**src/rtl/tour_cmd_seq.sv**
```systemverilog
// Knight's-tour command sequencer between the UART wrapper and cmd_proc.
// Optional abort of a running tour via opcode F: define TOUR_ABORT_EN.
module tour_cmd_seq #(
  parameter int NUM_MOVES = 24,
  parameter int IDX_W     = 5
) (
  input  logic             clk,
  input  logic             rst,
  input  logic             start_tour,
  input  logic [7:0]       move,
  output logic [IDX_W-1:0] mv_indx,
  input  logic [15:0]      cmd_UART,
  input  logic             cmd_rdy_UART,
  output logic             clr_cmd_rdy_UART,
  output logic [15:0]      cmd,
  output logic             cmd_rdy,
  input  logic             clr_cmd_rdy,
  input  logic             send_resp,
  output logic [7:0]       resp,
  output logic             send_resp_UART
);

  localparam logic [2:0] S_IDLE   = 3'd0;
  localparam logic [2:0] S_VERT   = 3'd1;
  localparam logic [2:0] S_WAIT_V = 3'd2;
  localparam logic [2:0] S_HORZ   = 3'd3;
  localparam logic [2:0] S_WAIT_H = 3'd4;

  localparam logic [7:0] HD_N = 8'h00;
  localparam logic [7:0] HD_W = 8'h3F;
  localparam logic [7:0] HD_S = 8'h7F;
  localparam logic [7:0] HD_E = 8'hBF;

  localparam logic [7:0] RESP_MOVE = 8'h5A;
  localparam logic [7:0] RESP_DONE = 8'hA5;

  logic [2:0]       r_state;
  logic [2:0]       w_nxt;
  logic [IDX_W-1:0] r_idx;
  logic [IDX_W-1:0] w_idx_nxt;
  logic [7:0]       w_vh;
  logic [3:0]       w_vs;
  logic [7:0]       w_hh;
  logic [3:0]       w_hs;
  logic [15:0]      w_vcmd;
  logic [15:0]      w_hcmd;
  logic             w_last;
  logic             w_abort;

  assign mv_indx = r_idx;
  assign w_last  = (r_idx == IDX_W'(NUM_MOVES - 1));
  assign w_vcmd  = {4'h4, w_vh, w_vs};
  assign w_hcmd  = {4'h5, w_hh, w_hs};

`ifdef TOUR_ABORT_EN
  assign w_abort = cmd_rdy_UART && (cmd_UART[15:12] == 4'hF);
`else
  assign w_abort = 1'b0;
`endif

  // Lowest set bit selects the move when the solver word is multi-hot.
  always_comb begin
    w_vh = HD_N;
    w_vs = 4'd2;
    w_hh = HD_W;
    w_hs = 4'd1;
    priority casez (move)
      8'b???????1: begin
        w_vh = HD_N; w_vs = 4'd2;
        w_hh = HD_W; w_hs = 4'd1;
      end
      8'b??????10: begin
        w_vh = HD_N; w_vs = 4'd2;
        w_hh = HD_E; w_hs = 4'd1;
      end
      8'b?????100: begin
        w_vh = HD_N; w_vs = 4'd1;
        w_hh = HD_W; w_hs = 4'd2;
      end
      8'b????1000: begin
        w_vh = HD_S; w_vs = 4'd1;
        w_hh = HD_W; w_hs = 4'd2;
      end
      8'b???10000: begin
        w_vh = HD_S; w_vs = 4'd2;
        w_hh = HD_W; w_hs = 4'd1;
      end
      8'b??100000: begin
        w_vh = HD_S; w_vs = 4'd2;
        w_hh = HD_E; w_hs = 4'd1;
      end
      8'b?1000000: begin
        w_vh = HD_S; w_vs = 4'd1;
        w_hh = HD_E; w_hs = 4'd2;
      end
      8'b10000000: begin
        w_vh = HD_N; w_vs = 4'd1;
        w_hh = HD_E; w_hs = 4'd2;
      end
      default: ;
    endcase
  end

  always_comb begin
    w_nxt            = r_state;
    w_idx_nxt        = r_idx;
    cmd              = w_vcmd;
    cmd_rdy          = 1'b0;
    clr_cmd_rdy_UART = 1'b0;
    resp             = RESP_MOVE;
    send_resp_UART   = 1'b0;
    case (r_state)
      S_IDLE: begin
        cmd              = cmd_UART;
        cmd_rdy          = cmd_rdy_UART;
        clr_cmd_rdy_UART = clr_cmd_rdy;
        resp             = RESP_DONE;
        send_resp_UART   = send_resp;
        if (start_tour) begin
          w_nxt     = S_VERT;
          w_idx_nxt = '0;
        end
      end
      S_VERT: begin
        if (move == 8'h00) begin
          resp           = RESP_DONE;
          send_resp_UART = 1'b1;
          w_nxt          = S_IDLE;
          w_idx_nxt      = '0;
        end else begin
          cmd_rdy = 1'b1;
          if (clr_cmd_rdy) w_nxt = S_WAIT_V;
        end
      end
      S_WAIT_V: begin
        if (send_resp) w_nxt = S_HORZ;
      end
      S_HORZ: begin
        cmd     = w_hcmd;
        cmd_rdy = 1'b1;
        if (clr_cmd_rdy) w_nxt = S_WAIT_H;
      end
      S_WAIT_H: begin
        cmd = w_hcmd;
        if (send_resp) begin
          send_resp_UART = 1'b1;
          if (w_last) begin
            resp      = RESP_DONE;
            w_nxt     = S_IDLE;
            w_idx_nxt = '0;
          end else begin
            w_nxt     = S_VERT;
            w_idx_nxt = r_idx + 1'b1;
          end
        end
      end
      default: begin
        w_nxt     = S_IDLE;
        w_idx_nxt = '0;
      end
    endcase
    // Abort wins over any tour-state action; no new leg is offered.
    if (r_state != S_IDLE && w_abort) begin
      clr_cmd_rdy_UART = 1'b1;
      send_resp_UART   = 1'b1;
      resp             = RESP_DONE;
      cmd_rdy          = 1'b0;
      w_nxt            = S_IDLE;
      w_idx_nxt        = '0;
    end
  end

  always_ff @(posedge clk or posedge rst) begin
    if (rst) begin
      r_state <= S_IDLE;
      r_idx   <= '0;
    end else begin
      r_state <= w_nxt;
      r_idx   <= w_idx_nxt;
    end
  end

endmodule
```
**config.mk**
```make
export PLATFORM = sky130hd
export DESIGN_NAME = tour_cmd_seq
export DESIGN_NICKNAME = d
export VERILOG_FILES = /design/src/rtl/tour_cmd_seq.sv
export SDC_FILE = /design/constraint.sdc
export NUM_CORES = 1
export LEC_CHECK = 0
export CAP_MARGIN = 0
export CORE_MARGIN = 10
export CORE_UTILIZATION = 34
export DETAILED_ROUTE_END_ITERATION = 8
export PLACE_DENSITY = 0.79
export SLEW_MARGIN = 0
export SYNTH_ARGS = -nofsm -noshare
export SYNTH_HDL_FRONTEND = slang
export SYNTH_SLANG_ARGS = --single-unit
```
**constraint.sdc**
```tcl
create_clock -name clk -period 2.37 [get_ports clk]
set_clock_uncertainty 0.05 [all_clocks]
set_input_delay 0.474 -clock clk [delete_from_list [all_inputs] [get_ports clk]]
set_output_delay 0.474 -clock clk [all_outputs]
set_load 0.02 [all_outputs]
```
==> qor.txt <==
status -> finished, final reports clean
share of layout cells above drive strength 1 -> 38.1%
initial antenna violation count -> 0
CTS Buf Count -> 3
Fmax -> 436 MHz
fillers -> 205
CP delay by family, top -> buffers and inverters
post-route design area -> 0.00165 mm2
all-layer global routing usage -> 13.6%
Reg2Reg Depth -> 5
Clock Path Buffers -> 2
via count -> 1149
Critical Path, Cell by Cell -> clkdlybuf4s15_1 > o41ai_4 > o21ai_2 > buf_4 > buf_4 > a21o_1 > buf_2
Crit. End Element -> output port
Syn Area/Cell -> 7.61 um2
vias in the first global route -> 1158
Finished Core Util -> 67.8%
Hold Path Class -> input pin to asynchronous set/reset pin
Netlist Area Pre-Place -> 852 um2
first-pass GRT wire length -> 5.71 mm
largest net degree at the start of global routing -> 14
worst skew pair latency -> 0.25 ns
fin cells -> 224
max-cap viol count -> 0
worst flop-to-flop path endpoint -> mv_indx[3]
Clk pin slew, worst setup/hold paths -> 0.05 ns
CTS H-tree lvls -> 1
vias per cell -> 5.13
dominant cell type by area after synthesis -> dfrtp_1
Hold Slack -> 0.408 ns
Final Setup Violations -> 0
crit path launch type -> input pin
DRT iter0 DRCs -> 157
Top FF cell, synth -> dfrtp_1
IO Count -> 62
Worst R2R Setup Slack -> 0.31 ns
Die ar. -> 0.00491 mm2
# port buffers -> 61
Setup WS post-layout -> 0.0783 ns
ys async rst share -> 100%
most used cell, CP -> buf_4
dpl hpwl -> 2.96 mm
RSZ-0062 raised after global routing -> yes
height of the chip -> 70.1 um
antenna cells -> 0
dpl cells -> 213
share of the synthesized area in the top cell type -> 23.5%
final wirelength -> 3.70 mm
Setup Crit Path Kind -> input pin to output port
number of cells on the critical path -> 7
RePlAce Congestion -> 0.810
drc violations -> 0
Fin. Hold Viols -> 0
Bufs and invs on worst path -> 4
critical path endpoint -> cmd[4]
Pwr Density -> 1150 mW/mm2
Synth area leaders -> dfrtp_1, a21o_1, buf_4, nand2_1, a211o_1
Layout Nets -> 227
DP Area -> 0.00159 mm2
CP peak stage delay -> 0.39 ns
initial core utilization -> 35.0%
Worst VDD drop -> 768 uV
GRT overflow -> 0
core box area -> 0.00243 mm2
Final Max Slew Viols -> 0
CTS sink count -> 8
Max FO, Critical Path -> 3
Ys Warns -> 0
CTS tree -> done
synthesized flop and latch total -> 8
Tcrit/Tclk final -> 96.7%
Routed Antenna Nets -> 0
Crit path required time -> 1.85 ns
First-pass DRT Iterations -> 4
root buf cell -> clkbuf_4
Synth cell types -> 35
setup tns final -> 0 ns
Relative slew margins -> 74.4%
Post-synth EDFFs -> 0
Critical-path top delay cell -> o41ai_4
P_leak -> 0.835 nW
# hold bufs at CTS -> 0
area grow syn2layout -> 93.7%
Post-Syn Instances -> 112
worst flop-to-flop path startpoint -> r_state[2]
Avg WL per Cell -> 16.5 um
Die W -> 70.1 um
Crit. Startpoint -> move[3]
Synth Net Count -> 143
total power -> 1.90 mW
Setup WS pre-CTS -> -0.587 ns
register area share after synthesis -> 23.5%
Tmin final -> 2.29 ns
crit path DAT -> 1.77 ns
Placement Rows -> 18
Worst Tran Pin Value -> 0.379 ns
-- worst reg2reg max path, stage by stage, from the launching register on --
cell	delay (ns)
dfrtp_2	0.42
buf_4	0.21
or3b_4	0.43
or4_1	0.49
a2111oi_2	0.23
a211o_1	0.16
-- timing repair --
item / CTS / global route
pin swaps: 7 / 5
gates resized for setup: 100 / 24
buffers inserted: 5 / 2
cloned: 0 / 1
endpoints found under the setup margin: 27 / 11
-- power by group --
group	leakage [nW]	internal, mW	switching [mW]
logic	0.718	0.672	0.914
clock network	0.0138	0.0576	0.0417
registers	0.104	0.172	0.0398
total	0.835	0.902	0.996
-- synthesized netlist by cell type (2+ instances only) --
master,n
a2111oi_2,2
a211o_1,5
a21o_1,7
a21oi_1,5
and2_1,6
and4b_1,2
buf_4,6
clkbuf_1,5
dfrtp_1,8
inv_1,5
mux2_2,2
nand2_1,12
nand3_1,2
nand4_1,3
nor2_1,11
nor3_1,5
nor3b_1,2
o21ai_0,3
o31ai_1,4
o41ai_1,2
-- final cells by class --
class / instances / area (um2) / share of cell area (%)
Sequential cell: 8 / 204 / 12.4
Clock buffer: 3 / 22.5 / 1.36
Timing Repair Buffer: 90 / 722 / 43.7
Tap cell: 30 / 37.5 / 2.27
Multi-Input combinational cell: 88 / 646 / 39.1
Inverter: 5 / 18.8 / 1.14
-- layout by cell type, fill, tap and decap left out, drive strengths merged, types with 2 or more instances in the layout --
cell and n:
mux2 2, inv 5, o31ai 4, a211o 5
o21ai 4, clkbuf 8, o41ai 2, clkdlybuf4s15 5
nand2 12, nand4 3, and2 6, and4b 2
dfrtp 8, clkdlybuf4s50 26, a21o 7, nor3 5
nor2 11, buf 45, nor3b 2, a21oi 5
dlygate4sd2 9, nand3 2, a2111oi 2
-- worst min path at each step --
stage | from | end | slack [ns] | cells after the start
6_report | rst | mv_indx[2] | 0.41 | 2
5_1_grt | rst | mv_indx[2] | 0.42 | 2
4_1_cts | rst | r_state[2] | 0.41 | 2
3_5_place_dp | mv_indx[4] | mv_indx[4] | 0.50 | 1
3_3_place_gp | mv_indx[4] | mv_indx[4] | 0.49 | 1
2_1_floorplan | rst | mv_indx[0] | 0.24 | 1
-- state kept, by name (all words and copies together), names as in the netlist --
name     count
mv_indx      5
r_state      3
-- metal layers --
metal,global-route usage [%],vias up,share of wire [%]
met5,0,-,0
met4,3.73,0,1.5
met3,2.68,4,3.6
met2,26.6,30,56
met1,14.1,535,39
li1,-,580,-
-- kinds of logic (layout without fill, tap and decap cells) --
kind of cell | Yosys count | count (layout) | synth area share, %
adders and majority gates | 1 | 1 | 1.47
DFF | 8 | 8 | 23.5
muxes | 2 | 2 | 2.64
buffers and inverters | 16 | 98 | 9.69
AOI/OAI and AO/OA | 34 | 34 | 30.7
and+or+nand+nor | 51 | 51 | 32.0
(Power assumes the default switching activity.)
